<file path="src/rtl/seq_mul_pkg.sv">
// seq_mul_pkg: shared state encoding and sizing helper for the shift-add multiplier
package seq_mul_pkg;
  typedef enum logic [1:0] {IDLE, RUN, DONE} state_e;
  function automatic int cnt_w(input int w);
    return $clog2(w + 1);
  endfunction
endpackage

</file>
<file path="src/rtl/seq_mul_abs.sv">
// seq_mul_abs: conditional two's-complement negate
module seq_mul_abs #(
  parameter int W = 8
) (
  input  logic         neg_i,
  input  logic [W-1:0] x_i,
  output logic [W-1:0] y_o
);
  assign y_o = neg_i ? (~x_i + W'(1)) : x_i;
endmodule

</file>
<file path="src/rtl/seq_multiplier.sv">
// seq_multiplier: multi-cycle shift-add multiplier, signed or unsigned per transaction
module seq_multiplier
  import seq_mul_pkg::*;
#(
  parameter int WIDTH     = 8,
  parameter bit SIGNED_EN = 1'b1
) (
  input  logic                 clk,
  input  logic                 rst,
  input  logic                 in_valid,
  output logic                 in_ready,
  input  logic [WIDTH-1:0]     a,
  input  logic [WIDTH-1:0]     b,
  input  logic                 signed_mode,
  output logic                 out_valid,
  input  logic                 out_ready,
  output logic [2*WIDTH-1:0]   product,
  output logic                 busy
);
  localparam int CW = cnt_w(WIDTH);
  localparam int PW = 2 * WIDTH;
  state_e          state_q, state_d;
  logic [PW-1:0]   mcand_q, mcand_d, acc_q, acc_d, product_q, product_d, acc_sum, acc_fix;
  logic [WIDTH-1:0] mplier_q, mplier_d, mag_a, mag_b;
  logic [CW-1:0]   cnt_q, cnt_d;
  logic            neg_q, neg_d, sop;
  assign sop = signed_mode & SIGNED_EN;
  seq_mul_abs #(.W(WIDTH)) u_abs_a (.neg_i(sop & a[WIDTH-1]), .x_i(a), .y_o(mag_a));
  seq_mul_abs #(.W(WIDTH)) u_abs_b (.neg_i(sop & b[WIDTH-1]), .x_i(b), .y_o(mag_b));
  // The last partial product is folded in combinationally so the result lands on edge WIDTH.
  assign acc_sum = acc_q + (mplier_q[0] ? mcand_q : '0);
  seq_mul_abs #(.W(PW)) u_abs_p (.neg_i(neg_q), .x_i(acc_sum), .y_o(acc_fix));
  always_comb begin
    state_d   = state_q;
    mcand_d   = mcand_q;
    mplier_d  = mplier_q;
    acc_d     = acc_q;
    cnt_d     = cnt_q;
    neg_d     = neg_q;
    product_d = product_q;
    if (state_q == IDLE && in_valid) begin
      state_d  = RUN;
      mcand_d  = {{WIDTH{1'b0}}, mag_a};
      mplier_d = mag_b;
      acc_d    = '0;
      cnt_d    = '0;
      neg_d    = sop & (a[WIDTH-1] ^ b[WIDTH-1]);
    end else if (state_q == RUN) begin
      acc_d    = acc_sum;
      mcand_d  = mcand_q << 1;
      mplier_d = mplier_q >> 1;
      cnt_d    = cnt_q + CW'(1);
      if (cnt_q == CW'(WIDTH - 1)) begin
        state_d   = DONE;
        product_d = acc_fix;
      end
    end else if (state_q == DONE && out_ready) begin
      state_d = IDLE;
    end
  end
  always_ff @(posedge clk or posedge rst) begin
    if (rst) begin
      state_q   <= IDLE;
      mcand_q   <= '0;
      mplier_q  <= '0;
      acc_q     <= '0;
      cnt_q     <= '0;
      neg_q     <= 1'b0;
      product_q <= '0;
    end else begin
      state_q   <= state_d;
      mcand_q   <= mcand_d;
      mplier_q  <= mplier_d;
      acc_q     <= acc_d;
      cnt_q     <= cnt_d;
      neg_q     <= neg_d;
      product_q <= product_d;
    end
  end
  assign in_ready  = (state_q == IDLE);
  assign out_valid = (state_q == DONE);
  assign busy      = (state_q != IDLE);
  assign product   = product_q;
endmodule

</file>
<file path="config.mk">
export PLATFORM = sky130hd
export DESIGN_NAME = seq_multiplier
export DESIGN_NICKNAME = d
export VERILOG_FILES = /design/src/rtl/seq_mul_pkg.sv /design/src/rtl/seq_mul_abs.sv /design/src/rtl/seq_multiplier.sv
export SDC_FILE = /design/constraint.sdc
export NUM_CORES = 1
export LEC_CHECK = 0
export CORE_ASPECT_RATIO = 0.8
export CORE_MARGIN = 8
export CORE_UTILIZATION = 57
export CTS_BUF_LIST = sky130_fd_sc_hd__clkbuf_16
export DETAILED_ROUTE_END_ITERATION = 8
export GPL_TIMING_DRIVEN = 0
export PLACE_DENSITY = 0.81
export SYNTH_ARGS = -nofsm -noshare
export SYNTH_HDL_FRONTEND = slang
export SYNTH_SLANG_ARGS = --single-unit
export TNS_END_PERCENT = 1
</file>
<file path="constraint.sdc">
create_clock -name clk -period 3.51 [get_ports clk]
set_input_delay 0.5265 -clock clk [delete_from_list [all_inputs] [get_ports clk]]
set_output_delay 0.5265 -clock clk [all_outputs]
set_load 0.1 [all_outputs]
</file>
* Word-level counts from Yosys, hierarchy flattened
Cells that the tools add are included.
Word-level totals: input bits 21, flip-flop bits (word level) 63
Cells by class: $add $sub $neg 5, equality and inequality tests 4, bitwise gates (word level) 8, reduce and logical (&&, ||, !) cells 8, multiplexer cells 16
Operator list (number):
- $mux W16 | 6
- $mux W8 | 4
- $add A16 B1 Y16 const B | 1
- $add A16 B16 Y16 | 1
- $add A8 B1 Y8 const B | 2
- $not A16 Y16 | 1
- $not A8 Y8 | 2
- $mux W2 | 4
- $mux W4 | 2
- $add A4 B1 Y4 const B | 1
- $eq A4 B3 Y1 const B | 1
- $reduce_bool A2 Y1 | 2
- $and A1 B1 Y1 | 3
- $ne A3 B2 Y1 const B | 1
- $reduce_and A3 Y1 | 1
- $reduce_bool A3 Y1 | 1
- $eq A2 B1 Y1 const B | 1
- $eq A2 B2 Y1 const B | 1
- $logic_and A1 B1 Y1 | 2
- $logic_not A2 Y1 | 1
- $reduce_and A2 Y1 | 1
- $not A1 Y1 | 1
- $xor A1 B1 Y1 | 1

* Depth between registers and ports, before layout
depth in word-level cells 5, mapped depth 13

* Modules after synthesis
A second synthesis with hierarchy kept.
Second synthesis, totals: cells, all modules 426, area total of the unflattened synthesis 4020.1 um^2
By module, submodules not included:
- seq_multiplier | seq. area each 1576.5 um^2, area an instance 3344.5 um^2, cells an instance 337, instances 1
- seq_mul_abs at u_abs_a ... | seq. area each 0.0 um^2, area an instance 171.4 um^2, cells an instance 21, instances 2
- seq_mul_abs at u_abs_p | seq. area each 0.0 um^2, area an instance 332.8 um^2, cells an instance 47, instances 1

* Worst setup path after synthesis
Ideal clock, no wire load.
path kind register -> output, start reg state_q[0], end out busy, stages on the path, launching flop included 3, data arrival time 2.684 ns, data required time 2.984 ns, setup slack 0.300 ns, path through dfrtp_1 nor2_1 inv_1
On the way: longest elaborated chain between the ends 1
RTL lines:
- from (decl) | RTL line seq_multiplier.sv:22 | state_e state_q, state_d;
- from (signal assigned) | RTL line seq_multiplier.sv:71 | state_q <= state_d;
- $reduce_bool A2 Y1 | RTL line seq_multiplier.sv:82 | assign busy = (state_q != IDLE);
- to (decl) | RTL line seq_multiplier.sv:18 | output logic busy
No other way between the ends.

* Worst setup path after layout
start reg mplier_q[0], end reg product_q[15] (netlist: product[15])
On the way: longest elaborated chain between the ends 5
RTL lines:
- from (decl) | RTL line seq_multiplier.sv:24 | logic [WIDTH-1:0] mplier_q, mplier_d, mag_a, mag_b;
- from (signal assigned) | RTL line seq_multiplier.sv:73 | mplier_q <= mplier_d;
- $mux W16 * | RTL line seq_multiplier.sv:31 | assign acc_sum = acc_q + (mplier_q[0] ? mcand_q : '0);
- $add A16 B16 Y16 * | RTL line seq_multiplier.sv:31
- $not A16 Y16 | RTL line seq_mul_abs.sv:9 | assign y_o = neg_i ? (~x_i + W'(1)) : x_i;
- $add A16 B1 Y16 | RTL line seq_mul_abs.sv:9
- $mux W16 * | RTL line seq_mul_abs.sv:9
- to (signal assigned) | RTL line seq_multiplier.sv:77 | product_q <= product_d;
- to (decl) | RTL line seq_multiplier.sv:23 | logic [PW-1:0] mcand_q, mcand_d, acc_q, acc_d, product_q, product_d, acc_sum, acc_fix;
Mark *: on every way between the ends. The rest lies on a longest branch, timed or not. A chain may end at the register's enable or synchronous reset.

==> reports/qor.yml <==
die:
  die_area_mm2: 0.00975
  initial_utilization_pct: 57.6
  die_y_um: 89.9
  design.core.area_mm2: 0.00676
  die_w_um: 108
  pin_count: 40
  placement_rows: 27
cts:
  clk_pin_slew_ns: 0.05
  worstSkewPairLatency_ns: 0.33
  clock_tree_from_tritoncts: "yes"
  numClockSinks: 63
  cts_buffer_depth: 2
  tritoncts.num_buffers: 9
  htree_levels: 3
  hold_buffers: 0
  root_buffer: "sky130_fd_sc_hd__clkbuf_16"
drt:
  ant_nets: 0
  viasPerCell: 5.86
  finalWirelength_um: 9980
  vias: 3524
  detailedRoute.firstIterationViolations: 267
  drt-wirelength-per-cell_um: 16.6
  drt_drc_violations_left: 0
  detail_route.first_pass.iterations: 6
place:
  gp_routability_congestion: 0.896
  placement.io_buffers: 39
  dpl-instance-area_mm2: 0.00441
  place_worst_setup_slack_ns: -0.255
  dp_hpwl_um: 7030
logic_synthesis:
  syn-mean-instance-area_um2: 8.58
  number_of_enable_type_register_cells_in_the_synthesized_netlist: 0
  synthesis.nets: 495
  synth-async-reset-ratio_pct: 100
  top_ff_cell_synth: "sky130_fd_sc_hd__dfrtp_1"
  synth.cell_area_mm2: 0.00389
  ys.warnings.count: 0
  yosysUniqueCellTypes: 48
  ys_seq_elements: 63
  post_synth_inst_count: 454
  synth.yosys.seq_area_share_pct: 40.5
worst_hold_path:
  worstHoldPathType: "register to register"
timing:
  slew_headroom_pct: 34.2
  post-route-worst-setup-slack_ns: 0.0956
  timing.final.setup_violations: 0
  achievable-frequency_mhz: 293
  skew_ns: 0.00748
  whs_ns: 0.478
  final-hold-violation-count: 0
  final.period_utilization_pct: 97.3
  final_max_slew_viol_count: 0
  timing_worst_slew_pin_value_ns: 0.984
  period_needed_ns: 3.41
grt:
  antenna_found_initial: 0
  vias_in_the_first_global_route: 3417
  grt_remaining_overflow: 0
  globalRouteTotalUtil_pct: 21.0
  largest_net_degree_at_the_start_of_global_routing: 40
  first_pass_grt_wire_length_um: 16500
power:
  power.ir.vdd_worst_mv: 0.256
  combPwrFrac_pct: 4.2
  power.share.switching_pct: 20.5
  total_switching_power_w: 0.000352
  p_int_w: 0.00137
  clkPwrFrac_pct: 53.6
  p_seq_share_pct: 42.2
  powerDensity_mw_per_mm2: 356
  pwr_total_w: 0.00172
  power.static_leakage_nw: 2.16
finish:
  post_route_cells_drive_above_1_share_pct: 7.78
  mostFrequentLayoutCell: "sky130_fd_sc_hd__nand2_1"
  areaGrowthSynthToFinish_pct: 24.3
  most_frequent_cells_in_the_layout: "sky130_fd_sc_hd__nand2_1 (85), sky130_fd_sc_hd__dfrtp_1 (62), sky130_fd_sc_hd__o21ai_0 (51), sky130_fd_sc_hd__clkdlybuf4s50_1 (39), sky130_fd_sc_hd__nor2_1 (29)"
  seqCellArea_mm2: 0.00158
  insertedDiodeCount: 0
  final_design_area_no_fill_mm2: 0.00484
  fillers: 508
  nNetsFinal: 551
  fin_util_pct: 71.6
  multi_input_comb_area_mm2: 0.00227
critical_path:
  critPathKind: "register to register"
  setup.worst_path.end_class: "register"
  cpPeakStageDelay_ns: 0.44
  critical-path-slowest-cell: "sky130_fd_sc_hd__dfrtp_2"
  worst-path-max-fanout: 8
  critical_path_required_ns: 3.71
  start_kind: "register"
  cp.arrival_ns: 3.61
  crit_path_cell_trace: "and2_1 -> ha_1 -> fa_1 -> a21o_1 -> a221oi_4 -> a21oi_1 -> xnor2_2 -> o21ai_0 -> nor4b_4 -> a41o_1 -> xnor2_1 -> o21ai_1"
flow_run:
  max_cap_viol_count: 0
status:
  run_status: "complete, no violations"
[layer usage]
metal	track usage, %	vias to the layer above	part of all wire [%]
met2	33.2	123	49
li1	-	1687	-
met4	7.17	0	1.5
met5	0	-	0
met1	27.7	1697	43
met3	4.28	17	6.4
[cell families (layout without fill, tap and decap cells)]
logic type / Yosys count / in the layout / share of synthesized area (%)
AOI/OAI and AO/OA: 115 / 115 / 18.4
buffers and inverters: 34 / 94 / 3.28
and+or+nand+nor: 182 / 182 / 22.2
adders and majority gates: 20 / 20 / 6.62
xor gates and xnor gates: 39 / 39 / 8.77
DFF: 63 / 63 / 40.5
muxes: 1 / 1 / 0.257
[Yosys cell counts, types with 4 or more instances]
master | count | area share [%]
sky130_fd_sc_hd__o21ai_1 | 4 | 0.51
sky130_fd_sc_hd__dfrtp_1 | 63 | 40
sky130_fd_sc_hd__and2_1 | 16 | 2.6
sky130_fd_sc_hd__inv_1 | 14 | 1.3
sky130_fd_sc_hd__o21a_1 | 5 | 0.96
sky130_fd_sc_hd__ha_1 | 19 | 6.1
sky130_fd_sc_hd__xnor2_1 | 22 | 4.9
sky130_fd_sc_hd__a21o_1 | 7 | 1.3
sky130_fd_sc_hd__and3_1 | 4 | 0.64
sky130_fd_sc_hd__a21oi_1 | 12 | 1.5
sky130_fd_sc_hd__clkbuf_1 | 19 | 1.8
sky130_fd_sc_hd__o21ai_0 | 51 | 6.6
sky130_fd_sc_hd__a31oi_1 | 17 | 2.7
sky130_fd_sc_hd__nor2_1 | 30 | 2.9
sky130_fd_sc_hd__nor3_1 | 9 | 1.2
sky130_fd_sc_hd__nand2_1 | 85 | 8.2
sky130_fd_sc_hd__nand2b_1 | 4 | 0.64
sky130_fd_sc_hd__nand3_1 | 19 | 2.4
sky130_fd_sc_hd__xor2_1 | 17 | 3.8
[final timing paths]
| kind | from | to | slack [ns] | cells past startpoint |
|---|---|---|---|---|
| max | mplier_q[0]$_DFFE_PP0N_ | product[15]$_DFFE_PP0P_ | 0.1 | 12 |
| min | product[12]$_DFFE_PP0P_ | product[12]$_DFFE_PP0P_ | 0.48 | 2 |
| max reg2reg | mplier_q[0]$_DFFE_PP0N_ | product[15]$_DFFE_PP0P_ | 0.1 | 12 |
| min reg2reg | product[12]$_DFFE_PP0P_ | product[12]$_DFFE_PP0P_ | 0.48 | 2 |
| max in group asynchronous | rst | mplier_q[0]$_DFFE_PP0N_ | 2.32 | 3 |
| min in group asynchronous | rst | cnt_q[3]$_DFFE_PP0N_ | 0.57 | 2 |
[final cells by class]
cell class	instances	area share [%]
multi-input cells	357	46.9
flip-flops and latches	63	32.6
repair buffers	46	9.41
clock buffers	9	4.65
well taps	87	2.25
clock inverters	6	1.58
plain buffers	19	1.47
inverters	14	1.09
[per-stage QoR]
step,instances,TNS [ns]
2_1_floorplan,454,0
3_3_place_gp,580,-0.267
3_5_place_dp,581,-0.667
4_1_cts,599,0
5_1_grt,601,-0.0235
6_report,601,0
[power by group through the flow]
stage	sequential, W	clock, W	combinational [W]
after floorplan	0.000740	0	0.0000331
after global placement	0.000740	0	0.0000683
after detailed placement	0.000740	0	0.0000730
after CTS	0.000727	0.000933	0.0000737
after global routing	0.000726	0.000963	0.0000811
final	0.000727	0.000922	0.0000725
[critical path: cells and delay by family (launching register included)]
family	cells	cell delay, ns
AO/OA/AOI/OAI	6	1.23
flip-flops	1	0.44
XOR/XNOR	2	0.42
adder cells (fa/ha/maj)	2	0.62
AND/OR/NAND/NOR	2	0.56
[registers in the layout, summed over array words and instances, names as in the netlist]
signal,count
acc_q,16
state_q,2
cnt_q,4
mplier_q,8
product,16
neg_q,1
mcand_q,16
[what timing repair did]
item,4_1_cts,5_1_grt
setup buffers,4,2
pin swaps,3,2
endpoints found under the setup margin,5,6
gates resized for setup,7,5
No activity file was read; power rests on OpenSTA's default activity.
==> RTL edit (same flow settings) <==
Change the parameter `WIDTH` from 8 to 6.
--- a/src/rtl/seq_multiplier.sv
+++ b/src/rtl/seq_multiplier.sv
@@ -2,7 +2,7 @@
 module seq_multiplier
   import seq_mul_pkg::*;
 #(
-  parameter int WIDTH     = 8,
+  parameter int WIDTH     = 6,
   parameter bit SIGNED_EN = 1'b1
 ) (
   input  logic                 clk,
Interface: changed (resized a, b and product); port bits go from 40 to 32. The function was not compared with the original's and may differ.
==> RTL edit against the original RTL <==
Design area fell by 25%; wire length fell by 27%; clock power fell by 49%; area after synthesis fell by 21%; cell count fell by 23%; setup slack improved by 0.080 ns; sequential share of layout area rose by 0.43 points; sequential cell count fell by 15; total power fell by 37%; highest routed layer unchanged.
==> RTL edit: results (changes against the original RTL) <==
finish:
  fillers: 449  # was 508
  drive_gt1_share_pct: 5.06  # was 7.78%
drt:
  dr.first_iter.drc_count: 172  # was 267
  dr.pass1.iters: 4  # was 6
  via_per_inst: 5.92  # was 5.86
  drt-total-wl_mm: 7.33  # was 9.98 mm
clocking:
  clk_latency_ns: 0.29  # was 0.33 ns
  numCtsBuffers: 5  # was 9
  ctsHtreeMaxLevel: 2  # was 3
  post_cts_buffers: 0  # was 4
  cts-resized-gates: 0  # was 7
synth:
  yosysUniqueCellTypes: 50  # was 48
  ys_seq_area_share_pct: 38.9  # was 40.5%
  netlist_top_cells_count: "nand2_1, dfrtp_1, o21ai_0"  # unchanged
  synth_area_leaders: "dfrtp_1, nand2_1, ha_1, o21ai_0, nand3_1"  # was dfrtp_1, nand2_1, o21ai_0, ha_1, xnor2_1
  syn-num-nets: 390  # was 495
placement:
  place_hpwl_mm: 5.49  # was 7.03 mm
  portBuffers: 30  # was 39
  pre_cts_ws_ns: 0.220  # was -0.255 ns
  gp_congestion: 0.923  # was 0.896
global_route:
  grt_max_degree: 39  # was 40
  grt_pass1_wl_mm: 12.4  # was 16.5 mm
  grt_pass1_vias: 2684  # was 3417
critical_path:
  crit_fanout: 10  # was 8
  cp_slowest_cell: "fa_1"  # was dfrtp_2
sta:
  finalClockSkew_ns: 0.00660  # was 0.00748 ns
  slew_headroom_pct: 34.9  # was 34.2%
pwr:
  switching_share_pct: 22.0  # was 20.5%
  power.leakage_nw: 1.67  # was 2.16 nW
  ir_drop_uv: 253  # was 256 uV
outcome:
  status: "finished clean"  # unchanged
RTL edit: stage by stage:
stage          hold WS (ns)  util, %  cells  cell area, um^2
2_1_floorplan         0.464        -    356             3090
3_3_place_gp          0.460     64.9    451             3470
3_5_place_dp          0.469     65.3    452             3490
4_1_cts               0.483     67.9    460             3630
5_1_grt               0.514     68.0    460             3640
6_report              0.474     68.0    460             3640
RTL edit: worst paths after layout:
check	from	end	slack [ns]	depth (start not counted)
worst max-delay path	mplier_q[0]$_DFFE_PP0N_	product[11]$_DFFE_PP0P_	0.18	11
worst min-delay path	product[2]$_DFFE_PP0P_	product[2]$_DFFE_PP0P_	0.47	2
worst max register to register	mplier_q[0]$_DFFE_PP0N_	product[11]$_DFFE_PP0P_	0.18	11
worst min register to register	product[2]$_DFFE_PP0P_	product[2]$_DFFE_PP0P_	0.47	2
max in group asynchronous	rst	mplier_q[3]$_DFFE_PP0N_	2.56	3
min in group asynchronous	rst	product[1]$_DFFE_PP0P_	0.48	2
RTL edit: metal layers:
layer  vias to the layer above  global-route usage (%)  wire (um)
met5                         -                       0          0
met4                         0                    7.48         95
met3                        10                    4.57        470
met2                        89                    33.2       3510
met1                      1290                    22.9       3250
li1                       1335                       -          -
RTL edit: kinds of logic (layout without fill, tap and decap cells):
logic type | count (synthesis) | in the layout | synth area share, %
flip-flops | 48 | 48 | 38.9
AO/OA/AOI/OAI | 87 | 87 | 19.4
adder cells (fa/ha/maj) | 17 | 17 | 7.13
AND/OR/NAND/NOR | 146 | 146 | 22.6
XOR/XNOR | 21 | 21 | 6.20
buffers and inverters | 32 | 71 | 4.13
multiplexers | 5 | 5 | 1.66
RTL edit: power groups by stage:
stage	Combinational [mW]	Clock, mW	Sequential, mW
after detailed placement	0.0529	0	0.563
after global routing	0.0588	0.500	0.553
after global placement	0.0488	0	0.564
final	0.0524	0.474	0.553
after floorplan	0.0233	0	0.563
after CTS	0.0533	0.477	0.553
RTL edit: layout make-up:
cell class,instances,area share [%]
plain buffers,18,2.06
clock buffers,5,3.44
clock inverters,3,0.482
inverters,14,1.45
multi-input cells,276,48.5
flip-flops and latches,48,33.0
well taps,65,2.24
repair buffers,31,8.81
RTL edit: worst reg2reg max path, delay by kind of cell, from the launching register on:
kind	cells	cell delay, ns
buf+inv	1	0.23
fa+ha+maj	2	0.66
flops	1	0.41
compound gates	4	1.16
simple gates	3	0.55
xor+xnor	1	0.19
